===== config.mk =====
export PLATFORM = sky130hd
export DESIGN_NAME = uart_retrans_param
export DESIGN_NICKNAME = d
export VERILOG_FILES = /design/src/rtl/uart_retrans_param.sv
export SDC_FILE = /design/constraint.sdc
export NUM_CORES = 1
export LEC_CHECK = 0
export CAP_MARGIN = 0
export CORE_MARGIN = 1.5
export CORE_UTILIZATION = 55
export CTS_CLUSTER_DIAMETER = 80
export CTS_CLUSTER_SIZE = 20
export DETAILED_ROUTE_END_ITERATION = 8
export GPL_TIMING_DRIVEN = 0
export PLACE_DENSITY = 0.77
export SYNTH_ARGS = -nofsm -noshare
export SYNTH_HDL_FRONTEND = slang
export SYNTH_SLANG_ARGS = --single-unit

===== constraint.sdc =====
create_clock -name clk -period 2.4 [get_ports clk]
set_clock_uncertainty 0.2 [all_clocks]
set_input_delay 0.48 -clock clk [delete_from_list [all_inputs] [get_ports clk]]
set_output_delay 0.48 -clock clk [all_outputs]
set_load 0.02 [all_outputs]

===== src/rtl/uart_retrans_param.sv =====
// uart_retrans_param: UART frame receiver with parity/stop checking and timed resend requests
//
// Ports:
//   clk            rising-edge clock
//   reset          synchronous active-low reset
//   signal         serial line, one bit per clk, idle high
//   ack            consumer acknowledge of the held frame
//   valid          a good frame is held on data
//   data           received payload, LSB received first
//   error          a parity or stop-bit fault is pending
//   request_resend one-cycle retransmission request
//   resend_count   resend requests since the last acked frame (saturates at 31)
//   give_up        sticky, retry limit exhausted
//
// Optional feature: define UART_RETRANS_ACK_TIMEOUT_EN to time out an unacked frame
// after TIMEOUT_CYCLES cycles and treat it as an error.
module uart_retrans_param #(
  parameter int DATA_BITS      = 7,
  parameter int PARITY_ODD     = 0,
  parameter int TIMEOUT_CYCLES = 8,
  parameter int MAX_RETRIES    = 3
) (
  input  logic                 clk,
  input  logic                 reset,
  input  logic                 signal,
  input  logic                 ack,
  output logic                 valid,
  output logic [DATA_BITS-1:0] data,
  output logic                 error,
  output logic                 request_resend,
  output logic [4:0]           resend_count,
  output logic                 give_up
);
  typedef enum logic [2:0] {IDLE, DATA, PARITY, STOP, WAIT_ACK, ERR, FAIL} state_t;
  localparam logic [7:0] TLAST = 8'(TIMEOUT_CYCLES - 1);
  localparam logic [3:0] BLAST = 4'(DATA_BITS - 1);
  localparam logic [4:0] RMAX  = 5'(MAX_RETRIES);
  state_t state, state_n;
  logic [DATA_BITS-1:0] sh, sh_n, data_n;
  logic [3:0] bits, bits_n;
  logic [7:0] tmr, tmr_n;
  logic [4:0] rc_n;
  logic par_ok, par_ok_n, valid_n, error_n, rr_n, gu_n;
  always_ff @(posedge clk) begin
    if (!reset) begin
      state          <= IDLE;
      sh             <= '0;
      bits           <= '0;
      tmr            <= '0;
      par_ok         <= 1'b0;
      valid          <= 1'b0;
      data           <= '0;
      error          <= 1'b0;
      request_resend <= 1'b0;
      resend_count   <= '0;
      give_up        <= 1'b0;
    end else begin
      state          <= state_n;
      sh             <= sh_n;
      bits           <= bits_n;
      tmr            <= tmr_n;
      par_ok         <= par_ok_n;
      valid          <= valid_n;
      data           <= data_n;
      error          <= error_n;
      request_resend <= rr_n;
      resend_count   <= rc_n;
      give_up        <= gu_n;
    end
  end
  always_comb begin
    state_n  = state;
    sh_n     = sh;
    bits_n   = bits;
    tmr_n    = tmr;
    par_ok_n = par_ok;
    valid_n  = valid;
    data_n   = data;
    error_n  = error;
    rr_n     = 1'b0;
    rc_n     = resend_count;
    gu_n     = give_up;
    case (state)
      IDLE: begin
        bits_n  = '0;
        state_n = signal ? IDLE : DATA;
      end
      DATA: begin
        sh_n    = {signal, sh[DATA_BITS-1:1]};
        bits_n  = bits + 4'd1;
        state_n = (bits == BLAST) ? PARITY : DATA;
      end
      PARITY: begin
        par_ok_n = ((^sh) ^ signal) == PARITY_ODD[0];
        state_n  = STOP;
      end
      STOP: begin
        tmr_n = '0;
        if (signal && par_ok) begin
          state_n = WAIT_ACK;
          valid_n = 1'b1;
          data_n  = sh;
        end else begin
          state_n = ERR;
          error_n = 1'b1;
        end
      end
      WAIT_ACK: begin
        if (ack) begin
          state_n = IDLE;
          valid_n = 1'b0;
          rc_n    = '0;
        end
`ifdef UART_RETRANS_ACK_TIMEOUT_EN
        else if (tmr == TLAST) begin
          state_n = ERR;
          valid_n = 1'b0;
          error_n = 1'b1;
          tmr_n   = '0;
        end else tmr_n = tmr + 8'd1;
`endif
      end
      ERR: begin
        tmr_n = tmr + 8'd1;
        if (tmr == TLAST) begin
          if (resend_count < RMAX) begin
            state_n = IDLE;
            rr_n    = 1'b1;
            error_n = 1'b0;
            rc_n    = (resend_count == 5'd31) ? resend_count : resend_count + 5'd1;
          end else begin
            state_n = FAIL;
            gu_n    = 1'b1;
          end
        end
      end
      FAIL: state_n = FAIL;
      default: state_n = IDLE;
    endcase
  end
endmodule


==> results.json <==
{
  "power_frac_comb_pct": 5.2,
  "syn_area_um2": 1830,
  "cts_tree": "done",
  "multi_input_area_um2": 985,
  "regArea_um2": 781,
  "drive_gt1_share_pct": 8.11,
  "setup_tns_ns": 0,
  "switching_share_pct": 22.6,
  "core_um2": 3100,
  "min_period_ns": 2.17,
  "tightest_slew_ns": 0.514,
  "yosysTopAreaCell": "dfxtp_1",
  "required_ns": 2.48,
  "syn_nets": 205,
  "rsz0062_at_grt": "false",
  "io_pins": 20,
  "vias": 1549,
  "powerDensity_nw_per_um2": 514,
  "grt_pass1_vias": 1479,
  "syn2layout_area_growth_pct": 16.7,
  "drtIter0Drc": 72,
  "wl_per_cell_um": 13.9,
  "drv_slew": 0,
  "cp.buffers_inverters": 0,
  "fill_cells": 280,
  "std_cell_rows": 20,
  "initial_core_util_pct": 58.8,
  "wl_mm": 3.70,
  "h-tree-depth": 2,
  "p_leak_nw": 0.749,
  "cts_hold_buf": 0,
  "syn_inst": 196,
  "dieArea_um2": 3670,
  "placedCellCount": 258,
  "synth_area_leaders": "dfxtp_1, mux2i_1, nor2_1",
  "timing.fmax_mhz": 461,
  "ant_nets": 0,
  "ys_types": 46,
  "p_seq_share_pct": 59.9,
  "grt_max_degree": 12,
  "clkTransAtPathRegs_ns": 0.11,
  "instances_no_fill": 266,
  "cts_setup_buffers": 0,
  "cap_viol_max_count": 0,
  "arrival_ns": 2.25,
  "setup_violations": 0,
  "cp_cell_sequence": "ha_1 > and3_1 > ha_1 > nor4b_4 > nand4_2 > or3_1 > a21oi_1",
  "endpoint_kind": "flop",
  "synthFlopType": "dfxtp_1",
  "intPower_mw": 0.847,
  "overflow": 0,
  "cts_sinks": 39,
  "dp_hpwl_mm": 2.67,
  "die_h_um": 60.6,
  "relSlewSlack_pct": 65.7,
  "fin_crit_sh_pct": 90.3,
  "peakVddDrop_mv": 0.343,
  "drc": 0,
  "place_congestion": 0.810,
  "final_util_pct": 68.6,
  "ys_seq_elements": 39,
  "cts_made_buffers": 5,
  "finalPower_mw": 1.09,
  "synth_edf_count": 0,
  "clock_latency_ns": 0.35,
  "antenna_found_initial": 0,
  "cpMostUsedCell": "ha_1",
  "slowest_stage": "dfxtp_1",
  "port_buffers": 18,
  "grt_pass1_wl_mm": 6.40,
  "path_class": "reg2reg",
  "ys_warn_count": 0,
  "firstDrtPassIters": 4,
  "die_w_um": 60.6,
  "clock_path_buffers": 2,
  "ctsResizeCount": 0,
  "root_buffer": "clkbuf_4",
  "track_usage_pct": 23.5,
  "max_stage_delay_ns": 0.40,
  "yosysTopAreaCellShare_pct": 42.8,
  "yosysSeqAreaShare_pct": 42.8,
  "antenna_cells": 0,
  "p_sw_mw": 0.247,
  "finalHoldViolations": 0,
  "p_clk_share_pct": 34.9,
  "postSynth.asyncResetShare_pct": 0,
  "critical_path_peak_fanout": 6,
  "syn_area_per_cell_um2": 9.31,
  "fin_nets": 230,
  "cpLargestDelayFamily": "simple AND/OR/NAND/NOR gates",
  "vias_per_cell": 5.82,
  "hold_class": "reg2reg",
  "setup.worst_path.start_class": "flop",
  "status": "finished clean"
}
==> flip-flops by register name (all words and copies together) (netlist names) <==
register	count
resend_count	5
valid	1
par_ok	1
request_resend	1
tmr	8
bits	4
data	7
state	3
error	1
sh	7
give_up	1
==> placed cells by master, fill, tap and decap left out, drive strengths merged, types with 4 or more instances in the layout <==
| cell | count |
|---|---|
| nand2 | 12 |
| a21oi | 13 |
| nor2 | 27 |
| clkdlybuf4s50 | 18 |
| clkbuf | 13 |
| dfxtp | 39 |
| buf | 5 |
| o21ai | 6 |
| mux2i | 14 |
| xnor2 | 6 |
| nor3 | 4 |
| nand3b | 5 |
| nand3 | 6 |
| inv | 4 |
| ha | 5 |
==> per-layer routing <==
| metal | GRT usage [%] | share of wire [%] | up-vias |
|---|---|---|---|
| met5 | 0 | 0 | - |
| li1 | - | - | 762 |
| met4 | 12.4 | 0.73 | 0 |
| met3 | 4.48 | 4.2 | 2 |
| met2 | 39.9 | 49 | 46 |
| met1 | 28.1 | 46 | 739 |
==> path summary, 6_finish.rpt <==
check | startpoint | endpoint | slack, ns | cells after the start
min | valid | valid | 0.29 | 1
max | resend_count[0] | resend_count[0] | 0.23 | 7
max reg2reg | resend_count[0] | resend_count[0] | 0.23 | 7
min reg2reg | valid | valid | 0.29 | 1
==> cell type report <==
class	count	share of cell area, %
Buffer	10	2.12
Clock buffer	8	3.23
Inverter	4	0.705
Multi-Input combinational cell	143	46.2
Sequential cell	39	36.7
Tap cell	44	2.59
Timing Repair Buffer	18	8.46
==> synth_stat cells (2+ instances only) <==
cell type,number
or4_1,3
o21a_1,3
ha_1,5
nand3b_1,4
inv_1,4
nor2_1,25
a21oi_1,13
and2_1,3
and3_1,3
o21ai_0,6
buf_2,3
nor3_1,4
xnor2_1,6
a31oi_1,3
nand2b_1,3
clkbuf_1,5
dfxtp_1,39
nand3_1,6
o211ai_1,2
mux2i_1,14
or3_1,2
nand4_1,2
o311ai_0,3
nor2_4,2
nand2_1,12
==> power by group through the flow <==
| stage | Sequential, mW | Combinational (mW) | Clock (mW) |
|---|---|---|---|
| floorplan | 0.669 | 0.0418 | 0 |
| global placement | 0.670 | 0.0539 | 0 |
| detailed placement | 0.671 | 0.0561 | 0 |
| CTS | 0.656 | 0.0565 | 0.395 |
| global route | 0.657 | 0.0623 | 0.421 |
| finish | 0.656 | 0.0566 | 0.382 |
==> kinds of logic (layout without fill, tap and decap cells) <==
group,count (synthesis),after routing,share of synthesized area [%]
and+or+nand+nor,76,76,23.5
AOI/OAI and AO/OA,41,41,16.0
DFF,39,39,42.8
muxes,14,14,7.68
buffers and inverters,14,40,3.29
xor gates and xnor gates,7,7,3.36
adders and majority gates,5,5,3.43
==> metrics by stage <==
stage                     area [µm²]  hold slack [ns]  worst slack [ns]
after CTS                       2130            0.285             0.219
final                           2130            0.286             0.232
after global routing            2130            0.304             0.149
after global placement          2060            0.247             0.311
after detailed placement        2060            0.263             0.283
after floorplan                 1830            0.266             0.312
Power figures use the tool's default switching activity.
